===== src/rtl/cache_block_store.sv =====
// 32 x 8 single-port cache data store with per-entry written flags.
// Reads win over simultaneous writes; the whole array is exposed for monitors.
module cbs_entry #(
  parameter int WIDTH = 8
) (
  input  logic             clk,
  input  logic             rst,
  input  logic             we,
  input  logic [WIDTH-1:0] wdata,
  output logic [WIDTH-1:0] data,
  output logic             written
);
  logic [WIDTH-1:0] data_q, data_d;
  logic             written_q, written_d;

  always_comb begin
    data_d    = data_q;
    written_d = written_q;
    if (we) begin
      data_d    = wdata;
      written_d = 1'b1;
    end
  end

  always_ff @(posedge clk or posedge rst) begin
    if (rst) begin
      data_q    <= '0;
      written_q <= 1'b0;
    end else begin
      data_q    <= data_d;
      written_q <= written_d;
    end
  end

  assign data    = data_q;
  assign written = written_q;
endmodule

module cache_block_store #(
  parameter int DEPTH = 32,
  parameter int WIDTH = 8,
  localparam int AW   = $clog2(DEPTH)
) (
  input  logic                   clk,
  input  logic                   rst,
  input  logic                   pr_rd,
  input  logic                   pr_wr,
  input  logic [AW-1:0]          addr,
  input  logic [WIDTH-1:0]       wr_data,
  output logic [WIDTH-1:0]       rd_data,
  output logic                   rd_valid,
  output logic                   rd_hit,
  output logic                   conflict,
  output logic [DEPTH*WIDTH-1:0] cache_data,
  output logic [DEPTH-1:0]       entry_valid
);
  logic [DEPTH-1:0][WIDTH-1:0] mem;
  logic [DEPTH-1:0]            written;
  logic [DEPTH-1:0]            we;

  logic [WIDTH-1:0] rd_data_q, rd_data_d;
  logic             rd_valid_q, rd_valid_d;
  logic             rd_hit_q, rd_hit_d;
  logic             conflict_q, conflict_d;

  // A write is dropped whenever a read is requested in the same cycle.
  always_comb begin
    we = '0;
    if (pr_wr && !pr_rd) we[addr] = 1'b1;
  end

  for (genvar i = 0; i < DEPTH; i++) begin : g_entry
    cbs_entry #(.WIDTH(WIDTH)) u_entry (
      .clk    (clk),
      .rst    (rst),
      .we     (we[i]),
      .wdata  (wr_data),
      .data   (mem[i]),
      .written(written[i])
    );
  end

  always_comb begin
    rd_data_d  = rd_data_q;
    rd_hit_d   = rd_hit_q;
    rd_valid_d = pr_rd;
    conflict_d = pr_rd & pr_wr;
    if (pr_rd) begin
      rd_data_d = mem[addr];
      rd_hit_d  = written[addr];
    end
  end

  always_ff @(posedge clk or posedge rst) begin
    if (rst) begin
      rd_data_q  <= '0;
      rd_valid_q <= 1'b0;
      rd_hit_q   <= 1'b0;
      conflict_q <= 1'b0;
    end else begin
      rd_data_q  <= rd_data_d;
      rd_valid_q <= rd_valid_d;
      rd_hit_q   <= rd_hit_d;
      conflict_q <= conflict_d;
    end
  end

  assign rd_data     = rd_data_q;
  assign rd_valid    = rd_valid_q;
  assign rd_hit      = rd_hit_q;
  assign conflict    = conflict_q;
  assign cache_data  = mem;
  assign entry_valid = written;
endmodule


===== config.mk =====
export PLATFORM = sky130hd
export DESIGN_NAME = cache_block_store
export DESIGN_NICKNAME = d
export VERILOG_FILES = /design/src/rtl/cache_block_store.sv
export SDC_FILE = /design/constraint.sdc
export NUM_CORES = 1
export LEC_CHECK = 0
export CORE_UTILIZATION = 60
export DETAILED_ROUTE_END_ITERATION = 8
export DONT_BUFFER_PORTS = 1
export PLACE_DENSITY = 0.78
export RECOVER_POWER = 25
export SLEW_MARGIN = 5
export SYNTH_ARGS = -nofsm -noshare
export SYNTH_HDL_FRONTEND = slang
export SYNTH_SLANG_ARGS = --single-unit

===== constraint.sdc =====
create_clock -name clk -period 21.4 [get_ports clk]
set_input_delay 4.28 -clock clk [delete_from_list [all_inputs] [get_ports clk]]
set_output_delay 4.28 -clock clk [all_outputs]
set_load 0.1 [all_outputs]

==> summary.txt, run 1 <==
STA
  • Fmax: around 120 MHz
  • RSZ-0062 raised after global routing: false
  • Final setup vio count: 0
  • Pins over their slew limit: 154
  • Slew at the pin with the worst max-slew slack: 6.00 ns
  • Setup Skew: 0.0183 ns
  • Fin crit share: 39.2%
  • Final Hold Fails: 0
  • Relative slew slack: -300%
  • Fin Setup TNS: 0 ns
  • Setup slack after layout: 13.01 ns
  • Post-route minimum period: 8.39 ns

Layout
  • Most frequent cells in the layout: dfrtp_1, mux2_2, mux2i_1
  • Layout area overhead: 5.81%
  • Nets: 929
  • Post-layout util: 64.5%
  • Layout cell share with drive strength beyond 1: 39.0%
  • Footprint of the multi-input gates: 5670 um^2
  • Filler instances: 1683
  • Reg area: 7480 um^2
  • Antenna fix cells: 0
  • Commonest non-fill, non-tap cell in the layout: dfrtp_1

Yosys
  • Cell area after technology mapping: 13700 um^2
  • Mux cell area share after synthesis: 32.3%
  • EDFF count, synth: 0
  • Cells after Synth: 974
  • Ys flop type: dfrtp_1
  • Synthesis warning total: 0
  • Register bit count reported by yosys: 299
  • Synth Area in Simple Gates: 5.86%
  • FFs w/ async S/R, synth: 100%
  • Adder-cell area share of the yosys netlist: 0%
  • Largest family of logic cells by synthesized area: multiplexers
  • Library cells used by synthesis: 48
  • Sequential-to-total area share from yosys stat: a little over half
  • Post-synthesis compound-gate area fraction: ~3.3%
  • Synthesized Nets: 991
  • Synth Area in XOR/XNOR: 0%
  • Synth Area per Inst: 14.1 um^2

Die
  • Initial Utilization: 60.9%
  • I/O pins: around 320
  • Site row count: 55
  • Die Area: 23500 um^2
  • Die Ht: around 150 um
  • Die width: 153 um
  • Core area: between 20000 and 25000 um^2

Placed design
  • Pre-CTS WS: 14.78 ns
  • # port buffers: 0
  • GPL Wtd Cong: 0.829
  • Detailed Place HPWL: 26.8 mm

Global route
  • Gr usage total: 33.9%
  • Vias in the first global route: around 8400
  • Grt total ovfl: 0
  • Initial antenna violation count: 0
  • Largest net degree at the start of global routing: roughly 130
  • First-pass GRT wire length: about 58 mm

Worst setup path
  • Worst reg2reg path endpoint: rd_data[3]
  • CP delay by family, top: buffers and inverters
  • CP Class: input pin to asynchronous set/reset pin
  • Crit-path cells: clkinvlp_2 > buf_4
  • Reg2Reg Setup Slack: 18.82 ns
  • WP depth: 2
  • CP arrival: between 8 and 9 ns
  • Crit path buf inv count: 2
  • CP endpoint kind: asynchronous set/reset pin
  • Slowest CP cell: clkinvlp_2
  • Worst setup SP type: input pin
  • CP Max Fanout: 133
  • Slowest Stage Delay on Critical Path: 3.23 ns
  • Critical Path RT: 21.90 ns
  • Path depth of the worst reg2reg path: 4
  • Reg2reg start: g_entry[25].u_entry.data[3]

Route
  • Vias: between 8000 and 9000
  • Routed vias/inst: 6.83
  • Iter 0 DRT Violations: between 700 and 800
  • ANT nets after route: 0
  • Drt pass-1 iters: 5
  • Drt drc: 0
  • Routed WL: 39.8 mm
  • Wire per inst: ~33 um

Clock network
  • Post-CTS setup buffer count: 0
  • Post-cts sizing count: 0
  • CTS tree: done
  • Clock sink total: 299
  • H-tree lvl count: 1
  • CTS Buf Count: 31
  • # hold bufs at CTS: 0
  • Clock buffer depth: 3
  • Clock Root Buffer: clkbuf_16
  • Clock Latency Late Sink: 0.55 ns
  • Worst-path clk slew: 0.06 ns

Power and ir drop
  • Pleak: 0.00686 uW
  • Share of power burned in registers: 65.8%
  • Switch Pwr: 950 uW
  • Worst VDD drop: 0.0818 mV
  • P per Cell Area: 136 nW/um^2
  • Internal Power: 1030 uW
  • Pwr Total: 1980 uW
  • Sw frac: between 40% and 50%
  • Combinational share of power: 7.6%
  • Share of total power in the clock network: 26.6%

Outcome
  • Failing checks: capacitance limit, slew limit
  • Outcome: complete, but fails checks

Hold path
  • HP Class: flop to flop
  • Hold-critical path depth: 2
  • Hold Startpoint: rd_hit
  • Worst Hold End: rd_hit

Run
  • # Max-Cap Violations: 3
[cells in the mapped netlist (all sizes together) (4+ instances only)]
cell | n | area (um^2)
o22ai | 17 | 106
clkbuf | 40 | 150
o21ai | 7 | 35.0
buf | 58 | 405
nor2 | 24 | 92.6
a211oi | 5 | 37.5
mux2i | 67 | 671
nand2 | 33 | 124
mux2 | 265 | 2980
a41oi | 4 | 35.0
nor3 | 10 | 71.3
a22oi | 8 | 60.1
nand3 | 10 | 50.1
nor3b | 4 | 35.0
nor2b | 6 | 37.5
mux4 | 35 | 792
dfrtp | 299 | 7480
and2 | 6 | 37.5
or2 | 8 | 50.1
nand2b | 28 | 175
a31oi | 5 | 31.3
[flip-flops by register name (all words and copies together), names as in the netlist]
| register | count |
|---|---|
| g_entry.u_entry.data | 256 |
| g_entry.u_entry.written | 32 |
| rd_data | 8 |
| conflict | 1 |
| rd_hit | 1 |
| rd_valid | 1 |
[metrics by stage]
| step | area [um^2] | hold WS, ns | std cells |
|---|---|---|---|
| floorplan | 13700 | 0.453 | 974 |
| global placement | 13600 | 1.05 | 1164 |
| detailed placement | 13600 | 1.06 | 1164 |
| CTS | 14600 | 1.06 | 1218 |
| global route | 14500 | 1.09 | 1218 |
| finish | 14500 | 1.06 | 1218 |
[power groups by stage]
stage | logic, uW | clock network, uW | registers [uW]
detailed placement | 150 | 0 | 1310
finish | 150 | 527 | 1300
CTS | 150 | 533 | 1300
floorplan | 241 | 0 | 1190
global placement | 145 | 0 | 1310
global route | 161 | 552 | 1310
[cell families after synthesis]
logic type / count (synthesis)
DFF: 299
and+or+nand+nor: 144
muxes: 367
AOI/OAI and AO/OA: 64
buffers and inverters: 100
[per-layer routing]
layer | track usage (%) | part of all wire (%)
met2 | 53.2 | 47
met3 | 11.8 | 11
met1 | 44.8 | 39
met4 | 10.0 | 3.1
met5 | 0 | 0
[area by class of cell]
cell class                 count  share of cell area, %
timing repair buffer           3                  0.155
clock inverter                 7                  0.292
multi-input combinational    575                   39.0
clock buffer                  47                   6.64
tap                          285                   2.45
inverter                       2                 0.0602
sequential                   299                   51.4
[worst max-delay path by stage]
| stage | startpoint | end | slack, ns |
|---|---|---|---|
| after global placement | pr_rd | g_entry[26].u_entry.data[1] | 14.85 |
| after global routing | rst | g_entry[5].u_entry.data[2] | 12.05 |
| final | rst | g_entry[0].u_entry.data[7] | 13.01 |
| after floorplan | rst | conflict | 8.86 |
| after CTS | pr_rd | g_entry[13].u_entry.data[7] | 15.36 |
| after detailed placement | pr_rd | g_entry[14].u_entry.data[0] | 14.78 |
Power figures use the tool's default switching activity.
==> inputs of run 2 (changes only) <==
ABC_AREA = 1   (was unset)
CORE_UTILIZATION = 58   (was 60)
clock period = 6.7 ns   (was 21.4 ns; I/O delays follow)
==> run 2 against run 1 <==
The flow still finishes with violations (capacitance limit, slew limit). Combinational power grew to 3.3 times the previous value. Flip-flop and latch count is the same. Sequential share of layout area fell by 1.2 points. Non-clock buffer count is 11 higher. Via count up 46%. Worst setup slack worse by 11 ns. Sequential power rose to 2.9 times the previous value. Register-to-register slack worse by 14 ns. Clock-buffer cell count fell by 2. Synthesized area grew 1.6%. Core utilization decreased by 1.2 points. Global-route usage grew 1.4 points.
==> summary.txt, run 2 <==
Die
  • Core area: 23500 um^2 (was 22600 um^2)
  • Die Ht: 157 um (was 153 um)
  • Initial Utilization: 59.4% (was 60.9%)
  • Die Area: 24700 um^2 (was 23500 um^2)
  • I/O pins: 316 (unchanged)
  • Site row count: 56 (was 55)
  • Die width: 157 um (was 153 um)

Worst setup path
  • CP Class: input pin to asynchronous set/reset pin (unchanged)
  • CP endpoint kind: asynchronous set/reset pin (unchanged)
  • CP Max Fanout: 156 (was 133)
  • CP delay by family, top: buffers and inverters (unchanged)
  • Worst setup SP type: input pin (unchanged)
  • Slowest Stage Delay on Critical Path: 2.58 ns (was 3.23 ns)
  • CP arrival: 4.21 ns (was 8.89 ns)
  • Slowest CP cell: clkbuf_2 (was clkinvlp_2)
  • Crit-path cells: clkinvlp_2 > clkbuf_2 (was clkinvlp_2 > buf_4)
  • Crit path from: rst (unchanged)
  • Reg2reg start: g_entry[20].u_entry.written (was g_entry[25].u_entry.data[3])
  • Worst reg2reg path endpoint: rd_hit (was rd_data[3])
  • WP depth: 2 (unchanged)
  • Reg2Reg Setup Slack: 4.58 ns (was 18.82 ns)
  • Setup crit end: rd_hit (was g_entry[0].u_entry.data[7])
  • Crit path buf inv count: 2 (unchanged)
  • Path depth of the worst reg2reg path: 10 (was 4)
  • Critical Path RT: 6.46 ns (was 21.90 ns)

STA
  • Final Hold Fails: 0 (unchanged)
  • Slew at the pin with the worst max-slew slack: 3.91 ns (was 6.00 ns)
  • Relative slew slack: -160% (was -300%)
  • Post-route minimum period: 4.45 ns
  • Setup Skew: 0.00790 ns (was 0.0183 ns)
  • Pins over their slew limit: 220 (was 154)
  • Fmax: 225 MHz
  • Final setup vio count: 0 (unchanged)
  • RSZ-0062 raised after global routing: false (unchanged)
  • Fin Setup TNS: 0 ns (unchanged)
  • Setup slack after layout: 2.25 ns (was 13.01 ns)
  • Fin crit share: 66.4%

Placed design
  • Detailed Place HPWL: 28.5 mm (was 26.8 mm)
  • # port buffers: 0 (unchanged)
  • Pre-CTS WS: 2.66 ns (was 14.78 ns)
  • GPL Wtd Cong: 0.905 (was 0.829)

Route
  • Routed WL: 43.5 mm (was 39.8 mm)
  • Drt pass-1 iters: 6 (was 5)
  • Routed vias/inst: 5.76 (was 6.83)
  • Drt drc: 0 (unchanged)
  • ANT nets after route: 0 (unchanged)
  • Iter 0 DRT Violations: 1401 (was 758)
  • Wire per inst: 20.7 um (was 32.7 um)
  • Vias: 12100 (was 8325)

Power and ir drop
  • Pwr Total: 6130 uW (was 1980 uW)
  • Sw frac: 46.2% (was 48.1%)
  • Combinational share of power: 8.0% (was 7.6%)
  • Worst VDD drop: 0.334 mV (was 0.0818 mV)
  • Internal Power: 3300 uW (was 1030 uW)
  • Pleak: 0.00779 uW (was 0.00686 uW)
  • Share of total power in the clock network: 30.5% (was 26.6%)
  • Share of power burned in registers: 61.5% (was 65.8%)
  • Switch Pwr: 2830 uW (was 950 uW)
  • P per Cell Area: 412 nW/um^2 (was 136 nW/um^2)

Yosys
  • Cells after Synth: 1859 (was 974)
  • Post-synth top area cell: dfrtp_1 (unchanged)
  • Yosys top cell area share: 53.5% (was 54.4%)
  • Synthesis warning total: 0 (unchanged)
  • Synth Area per Inst: 7.52 um^2 (was 14.1 um^2)
  • EDFF count, synth: 0 (unchanged)
  • Synth cell count leaders: nand2_1, dfrtp_1, o21ai_0, clkbuf_1, inv_1 (was dfrtp_1, mux2_2, mux2i_1, clkbuf_1, buf_4)
  • Area contributors post-synth: dfrtp_1, nand2_1, o21ai_0 (was dfrtp_1, mux2_2, mux4_2)
  • Ys flop type: dfrtp_1 (unchanged)
  • Library cells used by synthesis: 20 (was 48)
  • Register bit count reported by yosys: 299 (unchanged)
  • Sequential-to-total area share from yosys stat: 53.5% (was 54.4%)
  • Synthesized Nets: 1876 (was 991)
  • Cell area after technology mapping: 14000 um^2 (was 13700 um^2)
  • Top-count cell post-synth: nand2_1 (was dfrtp_1)
  • FFs w/ async S/R, synth: 100% (unchanged)

Outcome
  • Outcome: complete, but fails checks (unchanged)
  • Failing checks: capacitance limit, slew limit (unchanged)

Global route
  • Initial antenna violation count: 0 (unchanged)
  • Gr usage total: 35.3% (was 33.9%)
  • First-pass GRT wire length: 65.8 mm (was 57.8 mm)
  • Vias in the first global route: 11200 (was 8416)
  • Largest net degree at the start of global routing: 157 (was 134)
  • Grt total ovfl: 0 (unchanged)

Layout
  • Layout area overhead: 6.51% (was 5.81%)
  • Reg area: 7480 um^2 (unchanged)
  • Antenna fix cells: 0 (unchanged)
  • Nets: 1780 (was 929)
  • Most frequent cells in the layout: nand2_1, dfrtp_1, o21ai_0 (was dfrtp_1, mux2_2, mux2i_1)
  • Commonest non-fill, non-tap cell in the layout: nand2_1 (was dfrtp_1)
  • Layout cell share with drive strength beyond 1: 5.15% (was 39.0%)
  • Footprint of the multi-input gates: 5550 um^2 (was 5670 um^2)
  • Post-layout util: 63.2% (was 64.5%)
  • Largest register FFs: 256 (unchanged)
  • Filler instances: 2097 (was 1683)

Clock network
  • Clock sink total: 299 (unchanged)
  • Clock buffer depth: 3 (unchanged)
  • Post-CTS setup buffer count: 0 (unchanged)
  • CTS Buf Count: 31 (unchanged)
  • CTS tree: done (unchanged)
  • # hold bufs at CTS: 0 (unchanged)
  • Clock Root Buffer: clkbuf_16 (unchanged)
  • Post-cts sizing count: 0 (unchanged)
  • Worst-path clk slew: 0.06 ns (about the same)
  • H-tree lvl count: 1 (unchanged)
  • Clock Latency Late Sink: 0.55 ns (about the same)

Hold path
  • HP Class: input pin to flop (was flop to flop)

Run
  • # Max-Cap Violations: 2 (was 3)
## run 2: cell types whose count changed after synthesis, sizes merged, moves of 8 or more
cell | before | now
a22oi | 8 | 0
nand2 | 33 | 999
nand2b | 28 | 0
mux4 | 35 | 0
mux2i | 67 | 0
nand3 | 10 | 44
o21ai | 7 | 258
inv | 2 | 64
clkbuf | 40 | 74
nor2 | 24 | 33
o22ai | 17 | 0
mux2 | 265 | 0
buf | 58 | 69
## run 2: final cells by class
| cell class | count | area share, % |
|---|---|---|
| Timing Repair Buffer | 14 | 0.664 |
| Clock buffer | 45 | 6.04 |
| Multi-Input combinational cell | 1353 | 37.3 |
| Inverter | 64 | 1.64 |
| Sequential cell | 299 | 50.3 |
| Clock inverter | 12 | 1.43 |
| Tap cell | 319 | 2.68 |
## run 2: per-stage QoR
stage                     hold WS, ns  std cells  cell area, um^2
after global placement          0.977       2049            13800
after CTS                       0.792       2106            14900
after detailed placement        0.982       2049            13800
after global routing            0.797       2106            14900
after floorplan                 0.445       1859            14000
final                           0.815       2106            14900
## run 2: cells by family after synthesis
family | count (synthesis) | synth area share, %
flip-flops | 299 | 53.5
buffers and inverters | 207 | 6.64
AO/OA/AOI/OAI | 259 | 9.28
AND/OR/NAND/NOR | 1094 | 30.5
## run 2: worst min path at each step
| stage | startpoint | end | slack [ns] | depth (start not counted) |
|---|---|---|---|---|
| after floorplan | g_entry[20].u_entry.written | g_entry[20].u_entry.written | 0.45 | 2 |
| after global placement | g_entry[15].u_entry.written | g_entry[15].u_entry.written | 0.98 | 2 |
| after detailed placement | g_entry[27].u_entry.written | g_entry[27].u_entry.written | 0.98 | 2 |
| after CTS | pr_rd | rd_valid | 0.79 | 0 |
| after global routing | pr_rd | rd_valid | 0.80 | 0 |
| final | pr_rd | rd_valid | 0.81 | 0 |
## run 2: metal layers
metal,GRT usage (%),vias to the layer above,routed length [um]
met1,47.3,5765,16900
met3,11.7,110,5550
met5,0,-,0
li1,-,5572,-
met4,12.7,0,1640
met2,53.5,679,19400
## run 2: power groups by stage
stage	Sequential (uW)	Clock, uW	Combinational, uW
CTS	3770	1880	492
global placement	3800	0	471
detailed placement	3800	0	489
floorplan	3710	0	386
global route	3800	1940	567
finish	3770	1870	490
